## config.mk

```make
export PLATFORM = sky130hd
export DESIGN_NAME = countdown_timer_amisha
export DESIGN_NICKNAME = d
export VERILOG_FILES = /design/src/rtl/countdown_timer_amisha_pkg.sv /design/src/rtl/bcd_dec_digit_amisha.sv /design/src/rtl/countdown_timer_amisha.sv
export SDC_FILE = /design/constraint.sdc
export NUM_CORES = 1
export LEC_CHECK = 0
export BUFFER_PORTS_ARGS = -buffer_cell sky130_fd_sc_hd__buf_4
export CAP_MARGIN = 0
export CORE_AREA = 2 2 69 71
export CTS_CLUSTER_SIZE = 8
export DETAILED_ROUTE_END_ITERATION = 8
export DIE_AREA = 0 0 71 73
export PLACE_DENSITY = 0.84
export SLEW_MARGIN = 20
export SYNTH_ARGS = -nofsm -noshare
export SYNTH_HDL_FRONTEND = slang
export SYNTH_SLANG_ARGS = --single-unit
```

## constraint.sdc

```tcl
create_clock -name clk_amisha -period 2.7 [get_ports clk_amisha]
set_input_delay 0.27 -clock clk_amisha [delete_from_list [all_inputs] [get_ports clk_amisha]]
set_output_delay 0.27 -clock clk_amisha [all_outputs]
set_load 0.02 [all_outputs]
```

## src/rtl/countdown_timer_amisha_pkg.sv

```systemverilog
// Shared definitions for the countdown timer and its stopwatch sibling:
// state encodings, default prescaler divisor and BCD helpers.
package countdown_timer_amisha_pkg;

  typedef enum logic [1:0] {
    ST_IDLE  = 2'd0,
    ST_RUN   = 2'd1,
    ST_PAUSE = 2'd2,
    ST_DONE  = 2'd3
  } state_t;

  localparam int         DVSR_DEFAULT = 5000000;
  localparam logic [3:0] BCD_MAX      = 4'd9;

  // Out-of-range preset digits saturate to the largest legal BCD value.
  function automatic logic [3:0] clamp_bcd(input logic [3:0] digit);
    logic [3:0] result;
    if (digit > BCD_MAX) begin
      result = BCD_MAX;
    end else begin
      result = digit;
    end
    return result;
  endfunction

endpackage

```

## src/rtl/bcd_dec_digit_amisha.sv

```systemverilog
// One BCD digit of a down-counter; digits chain through borrow_in/borrow_out.
module bcd_dec_digit_amisha
  import countdown_timer_amisha_pkg::*;
(
  input  logic [3:0] digit,
  input  logic       borrow_in,
  output logic [3:0] digit_next,
  output logic       borrow_out
);

  // Decrement with 0 -> 9 wrap; the wrap is what generates the borrow.
  always_comb begin
    digit_next = digit;
    borrow_out = 1'b0;
    if (borrow_in) begin
      if (digit == 4'd0) begin
        digit_next = BCD_MAX;
        borrow_out = 1'b1;
      end else begin
        digit_next = digit - 4'd1;
        borrow_out = 1'b0;
      end
    end else begin
      digit_next = digit;
      borrow_out = 1'b0;
    end
  end

endmodule

```

## src/rtl/countdown_timer_amisha.sv

```systemverilog
// Three-digit BCD countdown timer (00.0 .. 99.9 s) with 0.1 s prescaler,
// pause/resume and a one-cycle expiry pulse.
module countdown_timer_amisha
  import countdown_timer_amisha_pkg::*;
#(
  parameter int DVSR = DVSR_DEFAULT,
  parameter int MS_W = 23
) (
  input  logic       clk_amisha,
  input  logic       reset_amisha,
  input  logic       load_amisha,
  input  logic       start_amisha,
  input  logic       stop_amisha,
  input  logic [3:0] p2_amisha,
  input  logic [3:0] p1_amisha,
  input  logic [3:0] p0_amisha,
  output logic [3:0] d2_amisha,
  output logic [3:0] d1_amisha,
  output logic [3:0] d0_amisha,
  output logic       running_amisha,
  output logic       expired_amisha,
  output logic       done_tick_amisha
);

  state_t            state_r, state_next_s;
  logic [MS_W-1:0]   ms_r, ms_next_s;
  logic [3:0]        d2_r, d1_r, d0_r;
  logic [3:0]        d2_next_s, d1_next_s, d0_next_s;
  logic              running_r, expired_r, done_tick_r;
  logic              done_next_s;

  logic [3:0]        nd2_s, nd1_s, nd0_s;
  logic              borrow0_s, borrow1_s, borrow2_s;
  logic              ms_last_s, tick_s, digits_zero_s, next_zero_s;

  // Borrow chain: tenths always decrements, higher digits follow the borrow.
  bcd_dec_digit_amisha u_dig0 (
    .digit      (d0_r),
    .borrow_in  (1'b1),
    .digit_next (nd0_s),
    .borrow_out (borrow0_s)
  );

  bcd_dec_digit_amisha u_dig1 (
    .digit      (d1_r),
    .borrow_in  (borrow0_s),
    .digit_next (nd1_s),
    .borrow_out (borrow1_s)
  );

  bcd_dec_digit_amisha u_dig2 (
    .digit      (d2_r),
    .borrow_in  (borrow1_s),
    .digit_next (nd2_s),
    .borrow_out (borrow2_s)
  );

  assign ms_last_s     = (ms_r == MS_W'(DVSR - 1));
  assign tick_s        = (state_r == ST_RUN) && ms_last_s && !load_amisha && !stop_amisha;
  assign digits_zero_s = (d2_r == 4'd0) && (d1_r == 4'd0) && (d0_r == 4'd0);
  assign next_zero_s   = (nd2_s == 4'd0) && (nd1_s == 4'd0) && (nd0_s == 4'd0);

  // Next-state, prescaler and digit logic with priority load > stop > start.
  always_comb begin
    state_next_s = state_r;
    ms_next_s    = ms_r;
    d2_next_s    = d2_r;
    d1_next_s    = d1_r;
    d0_next_s    = d0_r;
    done_next_s  = 1'b0;
    if (load_amisha) begin
      d2_next_s    = clamp_bcd(p2_amisha);
      d1_next_s    = clamp_bcd(p1_amisha);
      d0_next_s    = clamp_bcd(p0_amisha);
      ms_next_s    = {MS_W{1'b0}};
      state_next_s = ST_IDLE;
    end else if (stop_amisha) begin
      if (state_r == ST_RUN) begin
        state_next_s = ST_PAUSE;
      end else begin
        state_next_s = state_r;
      end
    end else begin
      case (state_r)
        ST_IDLE: begin
          if (start_amisha && !digits_zero_s) begin
            state_next_s = ST_RUN;
            ms_next_s    = {MS_W{1'b0}};
          end else begin
            state_next_s = ST_IDLE;
          end
        end
        ST_RUN: begin
          if (ms_last_s) begin
            ms_next_s = {MS_W{1'b0}};
          end else begin
            ms_next_s = ms_r + MS_W'(1);
          end
          // A borrow out of the top digit would mean wrapping below 00.0.
          if (tick_s && !borrow2_s) begin
            d2_next_s = nd2_s;
            d1_next_s = nd1_s;
            d0_next_s = nd0_s;
            if (next_zero_s) begin
              state_next_s = ST_DONE;
              done_next_s  = 1'b1;
            end else begin
              state_next_s = ST_RUN;
            end
          end else begin
            state_next_s = ST_RUN;
          end
        end
        ST_PAUSE: begin
          if (start_amisha) begin
            state_next_s = ST_RUN;
          end else begin
            state_next_s = ST_PAUSE;
          end
        end
        ST_DONE: begin
          state_next_s = ST_DONE;
        end
        default: begin
          state_next_s = ST_IDLE;
        end
      endcase
    end
  end

  // State, prescaler, digits and decoded status flags.
  always_ff @(posedge clk_amisha) begin
    if (reset_amisha) begin
      state_r     <= ST_IDLE;
      ms_r        <= {MS_W{1'b0}};
      d2_r        <= 4'd0;
      d1_r        <= 4'd0;
      d0_r        <= 4'd0;
      running_r   <= 1'b0;
      expired_r   <= 1'b0;
      done_tick_r <= 1'b0;
    end else begin
      state_r     <= state_next_s;
      ms_r        <= ms_next_s;
      d2_r        <= d2_next_s;
      d1_r        <= d1_next_s;
      d0_r        <= d0_next_s;
      running_r   <= (state_next_s == ST_RUN);
      expired_r   <= (state_next_s == ST_DONE);
      done_tick_r <= done_next_s;
    end
  end

  assign d2_amisha        = d2_r;
  assign d1_amisha        = d1_r;
  assign d0_amisha        = d0_r;
  assign running_amisha   = running_r;
  assign expired_amisha   = expired_r;
  assign done_tick_amisha = done_tick_r;

endmodule

```

== Yosys cells after proc, flatten, opt, wreduce, memory -nomap -nowiden ==
Index checks and enable logic that the tools add are counted.
W data, S select, Z words.
Storage, ports and cells
  output and inout bits: 15
  logic and storage cells: 90
  register bits: 40
  input port bits: 17
Cells by class
  muxes and demuxes: 37
  bitwise operators: 3
  reduce and logical (&&, ||, !) cells: 27
  equal/unequal tests: 8
  add/sub/neg operators: 4
  order comparisons: 3
Operator list (number)
  $mux W4: 20
  $mux W23: 2
  $pmux W23 S2: 1
  $logic_not A4 Y1: 6
  $add A23 B1 Y23 const B: 1
  $eq A23 B23 Y1 const B: 1
  $gt A4 B4 Y1 const B: 3
  $mux W2: 6
  $sub A4 B1 Y4 const B: 3
  $logic_and A1 B1 Y1: 9
  $pmux W2 S4: 1
  $mux W1: 7
  $eq A2 B2 Y1 const B: 3
  $reduce_and A3 Y1: 2
  $reduce_bool A2 Y1: 3
  $reduce_or A5 Y1: 1
  $eq A2 B1 Y1 const B: 2
  $logic_not A1 Y1: 4
  $ne A2 B2 Y1 const B: 2
  $not A1 Y1: 3
  $logic_not A2 Y1: 1
  $reduce_or A2 Y1: 1

== Longest topological paths before layout ==
Gate-level depths: netlist of the first run.
  depth after elaboration: 13
  gate-level depth with buffers: 7
  mapped depth without buffers: 6

== Cells and area by module ==
Synthesis of the first run repeated with hierarchy kept, for this count alone.
Second synthesis, totals
  cells, all modules: 313
  area total of the unflattened synthesis: 2496.1 um^2
Modules (own cells, without submodules)
  countdown_timer_amisha: area an instance 2259.7 um^2, cells an instance 280, times used 1, seq. area each 800.8 um^2
  bcd_dec_digit_amisha: area an instance 78.8 um^2, cells an instance 11, times used 3, seq. area each 0.0 um^2

== Worst setup path after synthesis of the first run ==
Ideal clock, no wire load.
  kind: reg-to-reg
  from: reg d0_r[3] (netlist: d0_amisha[3])
  to: reg d2_r[2] (netlist: d2_amisha[2])
  path buffers: 1
  stages on the path, launching flop included: 7
  data required time: 2.573 ns
  path slack: 0.522 ns
  clock period less this slack: 2.178 ns
  library setup time: 0.127 ns
  data arrival time: 2.050 ns
  cells stage by stage: dfxtp_1 > or4_4 > buf_6 > or4_4 > nor4_2 > mux2i_1 > o21ai_1
On the way
  word-level cells in the longest chain between the ends: 8
Ends and longest elaborated chain
  from (decl): line countdown_timer_amisha.sv:27  | logic [3:0] d2_r, d1_r, d0_r;
  from (signal assigned): line countdown_timer_amisha.sv:147  | d0_r <= d0_next_s;
  $logic_not A4 Y1 (*): line bcd_dec_digit_amisha.sv:16  | if (digit == 4'd0) begin
  $mux W1 (*): line bcd_dec_digit_amisha.sv:16
  $mux W1 (*): line bcd_dec_digit_amisha.sv:15  | if (borrow_in) begin
  $mux W4 / $mux W1 (equally long branches): line bcd_dec_digit_amisha.sv:15
  $mux W4 / $logic_not A1 Y1 (equally long branches): line countdown_timer_amisha.sv:100  | if (tick_s && !borrow2_s) begin
  $mux W4 / $logic_and A1 B1 Y1 (equally long branches): line countdown_timer_amisha.sv:84, countdown_timer_amisha.sv:100
  $mux W4 / $reduce_bool A2 Y1 (equally long branches)
  $mux W4 / $reduce_and A3 Y1 (equally long branches)
  to (signal assigned): line countdown_timer_amisha.sv:145  | d2_r <= d2_next_s;
  to (decl): line countdown_timer_amisha.sv:27
Every way passes the cells marked *; elsewhere a longest branch is shown, timed or not. The select of a mux whose other input is x is not followed.
A chain may end at the register's enable or synchronous reset.

== Worst setup path after layout of the first run ==
  from: reg ms_r[14]
  to: reg d1_r[1] (netlist: d1_amisha[1])
On the way
  word-level cells in the longest chain between the ends: 7
Ends and longest elaborated chain
  from (decl): line countdown_timer_amisha.sv:26  | logic [MS_W-1:0] ms_r, ms_next_s;
  from (signal assigned): line countdown_timer_amisha.sv:135  | ms_r <= {MS_W{1'b0}};
  from (signal assigned): line countdown_timer_amisha.sv:144  | ms_r <= ms_next_s;
  $eq A23 B23 Y1: line countdown_timer_amisha.sv:58  | assign ms_last_s = (ms_r == MS_W'(DVSR - 1));
  $logic_and A1 B1 Y1 (3 in series): line countdown_timer_amisha.sv:59  | assign tick_s = (state_r == ST_RUN) && ms_last_s && !load_amisha && !stop_amisha;
  $logic_and A1 B1 Y1: line countdown_timer_amisha.sv:100
  $reduce_bool A2 Y1 (no line)
  $reduce_and A3 Y1 (no line)
  to (signal assigned): line countdown_timer_amisha.sv:146  | d1_r <= d1_next_s;
  to (decl): line countdown_timer_amisha.sv:27
Every way passes these cells.

==> results of run 1 <==
## flip-flops by register name (all words and copies together), names as in the netlist
register / count
state_r: 2
d2_amisha: 4
done_tick_amisha: 1
d1_amisha: 4
d0_amisha: 4
running_amisha: 1
expired_amisha: 1
ms_r: 23
## power groups by stage
| stage | clock, W | combinational (W) | sequential (W) |
|---|---|---|---|
| after floorplan | 0 | 0.0000928 | 0.000640 |
| after global placement | 0 | 0.000160 | 0.000631 |
| after detailed placement | 0 | 0.000162 | 0.000632 |
| after CTS | 0.000425 | 0.000163 | 0.000618 |
| after global routing | 0.000453 | 0.000179 | 0.000620 |
| final | 0.000417 | 0.000164 | 0.000618 |
## worst max-delay path: cells and delay by family (launching register included)
family          cells  cell delay, ps
simple gates        4            1660
flops               1             480
compound gates      1              90
## logic make-up (layout without fill, tap and decap cells)
kind of cell,Yosys count,after routing
adder cells (fa/ha/maj),1,1
buffers and inverters,27,53
XOR/XNOR,1,1
AO/OA/AOI/OAI,75,75
multiplexers,5,5
AND/OR/NAND/NOR,163,163
flip-flops,40,40
## area by class of cell
type / count / area (sq um)
clock buffers: 8 / 90.1
repair buffers: 37 / 278
flip-flops and latches: 40 / 801
fillers: 403 / 1720
inverters: 8 / 30.0
well taps: 54 / 67.6
multi-input cells: 245 / 1550
## placed cells by master (no fill, tap or decap), drive strengths merged, types with 11 or more instances in the layout
cell   instances
a31oi         15
dfxtp         40
nand4         13
nand2         23
or3           13
nand3         27
buf           37
nor4          11
o21ai         15
a21oi         16
nor2          21
## worst min-delay path by stage
stage / from / to / slack (ps) / depth (start not counted)
floorplan: p0_amisha[1] / d0_amisha[1] / 380 / 2
global placement: ms_r[19] / ms_r[19] / 460 / 1
detailed placement: ms_r[22] / ms_r[22] / 470 / 1
CTS: p0_amisha[1] / d0_amisha[1] / 180 / 3
global route: p1_amisha[2] / d1_amisha[2] / 190 / 3
finish: p0_amisha[1] / d0_amisha[1] / 190 / 3
## routing by layer
metal  GRT usage  vias to the layer above  wire (um)
met5           0                        -          0
met4       0.111                        0        106
met3      0.0483                       11        420
met2       0.440                       93       3250
met1       0.329                     1223       2800
li1            -                     1247          -
## Yosys cell counts, types with 5 or more instances
library cell | count | area, sq um
nor2_1 | 21 | 78.8
nand4_1 | 12 | 75.1
buf_2 | 5 | 25.0
nor4_1 | 10 | 62.6
dfxtp_1 | 40 | 801
or3_1 | 13 | 81.3
nand2_1 | 23 | 86.3
inv_1 | 8 | 30.0
a31oi_1 | 15 | 93.8
and3_1 | 7 | 43.8
nor3_1 | 8 | 40.0
mux2i_1 | 5 | 50.1
a21oi_1 | 16 | 80.1
or4_1 | 7 | 52.6
clkbuf_1 | 12 | 45.0
nor2b_1 | 7 | 43.8
o21ai_0 | 13 | 65.1
nand3_1 | 26 | 130
## through the flow
stage	utilization	cells
3_3_place_gp	0.601	384
2_1_floorplan	-	312
6_report	0.620	392
4_1_cts	0.620	392
3_5_place_dp	0.601	384
5_1_grt	0.620	392
==> impl_metrics.ini, run 1 <==
[status]
status = finished clean

[sta]
fin_worst_skew_ps = 3.42
whs_ps = 187
fin_crit_ps = 2290
setup_viol = 0
setup_ws_ps = 406
relSlewSlack = 0.520
maxSlewViolCount = 0
rsz0062_at_grt = false
hold_viol_final = 0
fmaxAchievable_mhz = 436
worst_slew_pin_slew_ps = 713
fin_setup_tns_ps = 0
fin_crit_sh = 0.850

[critical_path]
worstSetupStartpointType = flop
critical_path_class = flop to flop
cp-endpoint = d1_amisha[1]
crit_slowest_cell = or4_1
cpPeakStageDelay_ps = 560
reg2reg_depth = 5
required_ps = 2930
reg2reg_slack_ps = 410
cp_max_fo = 10
path_cells = nor4b_4 -> nand3_2 -> or3_1 -> or4_1 -> o211ai_2
cp-startpoint = ms_r[14]
worstReg2RegEnd = d1_amisha[1]
worstPathArrival_ps = 2520
end_kind = flop
r2r-start = ms_r[14]

[global_route]
grt_pass1_wl_um = 10900
overflow = 0
track_usage = 0.261
grt_max_degree = 21
grt_pass1_vias = 2397
antenna_found_initial = 0

[synth]
ys_warn_count = 0
synthAdderAreaFrac = 0.00508
avgSynthCellArea_sq_um = 7.90
synth-compound-area-share = 0.201
synth_simple_gate_area_share = 0.399
synth_edf_count = 0
synth_top_family_by_area = simple AND/OR/NAND/NOR gates
syn_area_sq_um = 2460
ys_types = 59
synth.mux.area_fraction = 0.0203
seq_area_frac_synth = 0.325
synthFlopType = dfxtp_1
synth_nets = 330
async_flop_share = 0
syn_inst = 312
synth_xor_area_frac = 0.00356
ys_ff_latch = 40

[placement]
place_ws_ps = 437
placed_cell_area_sq_um = 2720
place_hpwl_um = 4640
io_buffers = 31
gp_congestion = 0.868

[clocking]
path_clk_slew_ps = 80
cts_resized = 0
cts_made_buffers = 5
root_buffer = clkbuf_8
clockBufferDepth = 2
cts_hold_buf = 0
cts_setup_buffers = 0
cts_htree_levels = 2
clkLatencyLatePin_ps = 300
cts.sinks = 40
cts_tree = yes

[drt]
first_pass_iters = 4
vias_per_cell = 6.57
routed-via-count = 2574
drc = 0
drtIter0Drc = 263
wl_um = 6580
wl_per_cell_um = 16.8
postRouteAntennaNets = 0

[pwr]
pwr-share-comb = 0.137
power_frac_clock = 0.348
p_leak_nw = 0.974
power.total_w = 0.00120
seqPwrFrac = 0.516
switching_share = 0.267
powerDensity_nw_per_um2 = 426
vdd_drop_max_mv = 0.220
netSwitchingPower_w = 0.000321
p_int_w = 0.000879

[final_layout]
area_delta_synth_final_pct = 14.2
post_route_cells_drive_above_1_share = 0.175
diodes = 0
final_cell_area_sq_um = 2810
fin_nets = 355

[hold_path]
hold_class = input port to flop

[floorplan]
core_sq_um = 4540
io_pins = 32
die_area_sq_um = 5180
die_w_um = 71
die_h_um = 73
num_rows = 25
start_util = 0.543

[flow_run]
maxCapViolCount = 0
Power figures use the tool's default switching activity.
==> run 2: changes to the inputs <==
- clock period: 2.7 -> 2.25 ns (I/O delays scaled with it)
==> run 2 against run 1 <==
Effect of this change: cell area increased by 6.9%; count of clock-buffer cells in the layout decreased by 3; clock power increased by 42%; core utilization increased by 4.3 points; worst setup slack got worse by 290 ps; hold slack got worse by 59 ps; largest power group unchanged.
==> impl_metrics.ini, run 2 (same netlist as run 1, synthesis figures left out) <==
[drt]
drtIter0Drc = 263
wl_um = 6930
first_pass_iters = 5
routed-via-count = 2703
wl_per_cell_um = 16.7
vias_per_cell = 6.51
drc = 0
postRouteAntennaNets = 0

[sta]
fin_worst_skew_ps = 5.63
maxSlewViolCount = 0
worst_slew_pin_slew_ps = 555
setup_ws_ps = 121
rsz0062_at_grt = false
relSlewSlack = 0.626
fin_setup_tns_ps = 0
hold_viol_final = 0
fin_crit_ps = 2130
setup_viol = 0
fmaxAchievable_mhz = 470
fin_crit_sh = 0.946

[clocking]
clkLatencyLatePin_ps = 300
cts_made_buffers = 5
cts_htree_levels = 2
cts_resized = 0
path_clk_slew_ps = 80
cts_hold_buf = 0
cts.sinks = 40
cts_setup_buffers = 0
cts_tree = yes
clockBufferDepth = 2
root_buffer = clkbuf_8

[floorplan]
die_area_sq_um = 5180
io_pins = 32
die_h_um = 73
num_rows = 25
start_util = 0.543
die_w_um = 71
core_sq_um = 4540

[placement]
placed_cell_area_sq_um = 2900
place_hpwl_um = 5010
io_buffers = 31
place_ws_ps = 143
gp_congestion = 0.874

[global_route]
grt_max_degree = 23
overflow = 0
antenna_found_initial = 0
track_usage = 0.273
grt_pass1_vias = 2445
grt_pass1_wl_um = 11400

[flow_run]
maxCapViolCount = 0

[critical_path]
crit_family = simple AND/OR/NAND/NOR gates
critical_path_class = flop to flop
crit_cells = 5
cp-endpoint = d2_amisha[2]
required_ps = 2440
end_kind = flop
worstSetupStartpointType = flop
worstPathArrival_ps = 2320
r2r-start = d1_amisha[0]
crit_slowest_cell = or4_1
crit_buf_inv = 0
cp_max_fo = 6
worstReg2RegEnd = d2_amisha[2]
path_cells = or4_1 -> or4_4 -> nor4_2 -> mux2i_1 -> o21ai_1
reg2reg_slack_ps = 120
cp-startpoint = d1_amisha[0]
cpPeakStageDelay_ps = 650
reg2reg_depth = 5

[final_layout]
post_route_cells_drive_above_1_share = 0.233
multi_input_area_sq_um = 1550
diodes = 0
area_delta_synth_final_pct = 22.1
final_cell_mix = 60 x buf_4, 40 x dfxtp_1, 26 x nand3_1
final_common_cell = buf_4
regArea_sq_um = 801
fin_util = 0.663
largest_register_ffs = 23
fin_nets = 378
top_register = ms_r
n_fill_cell = 383
final_cell_area_sq_um = 3010

[pwr]
p_int_w = 0.00114
netSwitchingPower_w = 0.000402
power.total_w = 0.00155
power_frac_clock = 0.383
p_leak_nw = 1.10
powerDensity_nw_per_um2 = 514
pwr-share-comb = 0.143
seqPwrFrac = 0.474
switching_share = 0.260
vdd_drop_max_mv = 0.347

[hold_path]
hold_class = input port to flop
hp-start = p1_amisha[2]

[status]
status = finished clean
run 2: power groups by stage:
stage	logic [W]	clock network [W]	registers [W]
2_1_floorplan	0.000111	0	0.000768
3_3_place_gp	0.000213	0	0.000749
3_5_place_dp	0.000217	0	0.000750
4_1_cts	0.000218	0.000599	0.000733
5_1_grt	0.000242	0.000627	0.000735
6_report	0.000221	0.000592	0.000734
run 2: metal layers:
| metal | part of all wire | GRT usage | vias to the layer above |
|---|---|---|---|
| met1 | 0.41 | 0.334 | 1267 |
| met4 | 0.030 | 0.138 | 0 |
| met3 | 0.066 | 0.0401 | 21 |
| met5 | 0 | 0 | - |
| li1 | - | - | 1286 |
| met2 | 0.50 | 0.466 | 129 |
run 2: final cells by class:
class / instances / area share
clock buffer: 5 / 0.0229
clock inverter: 3 / 0.0141
inverter: 8 / 0.00998
multi-input combinational: 245 / 0.515
sequential: 40 / 0.266
tap: 54 / 0.0225
timing repair buffer: 60 / 0.150
run 2: worst min-delay path, delay by kind of cell:
kind / cells / cell delay, ps
buffers and inverters: 1 / 80
AND/OR/NAND/NOR: 2 / 90
run 2: worst min-delay path by stage:
stage / cells after the start / endpoint / slack, ps
after global placement: 3 / d1_amisha[2] / 440
final: 3 / d1_amisha[2] / 130
after CTS: 3 / d1_amisha[2] / 130
after detailed placement: 3 / d1_amisha[2] / 440
after floorplan: 2 / d0_amisha[1] / 330
after global routing: 3 / d1_amisha[2] / 130
run 2: stage by stage:
step / instances / hold WS, ps
floorplan: 312 / 334
global placement: 407 / 435
detailed placement: 407 / 440
CTS: 415 / 126
global route: 415 / 127
finish: 415 / 128
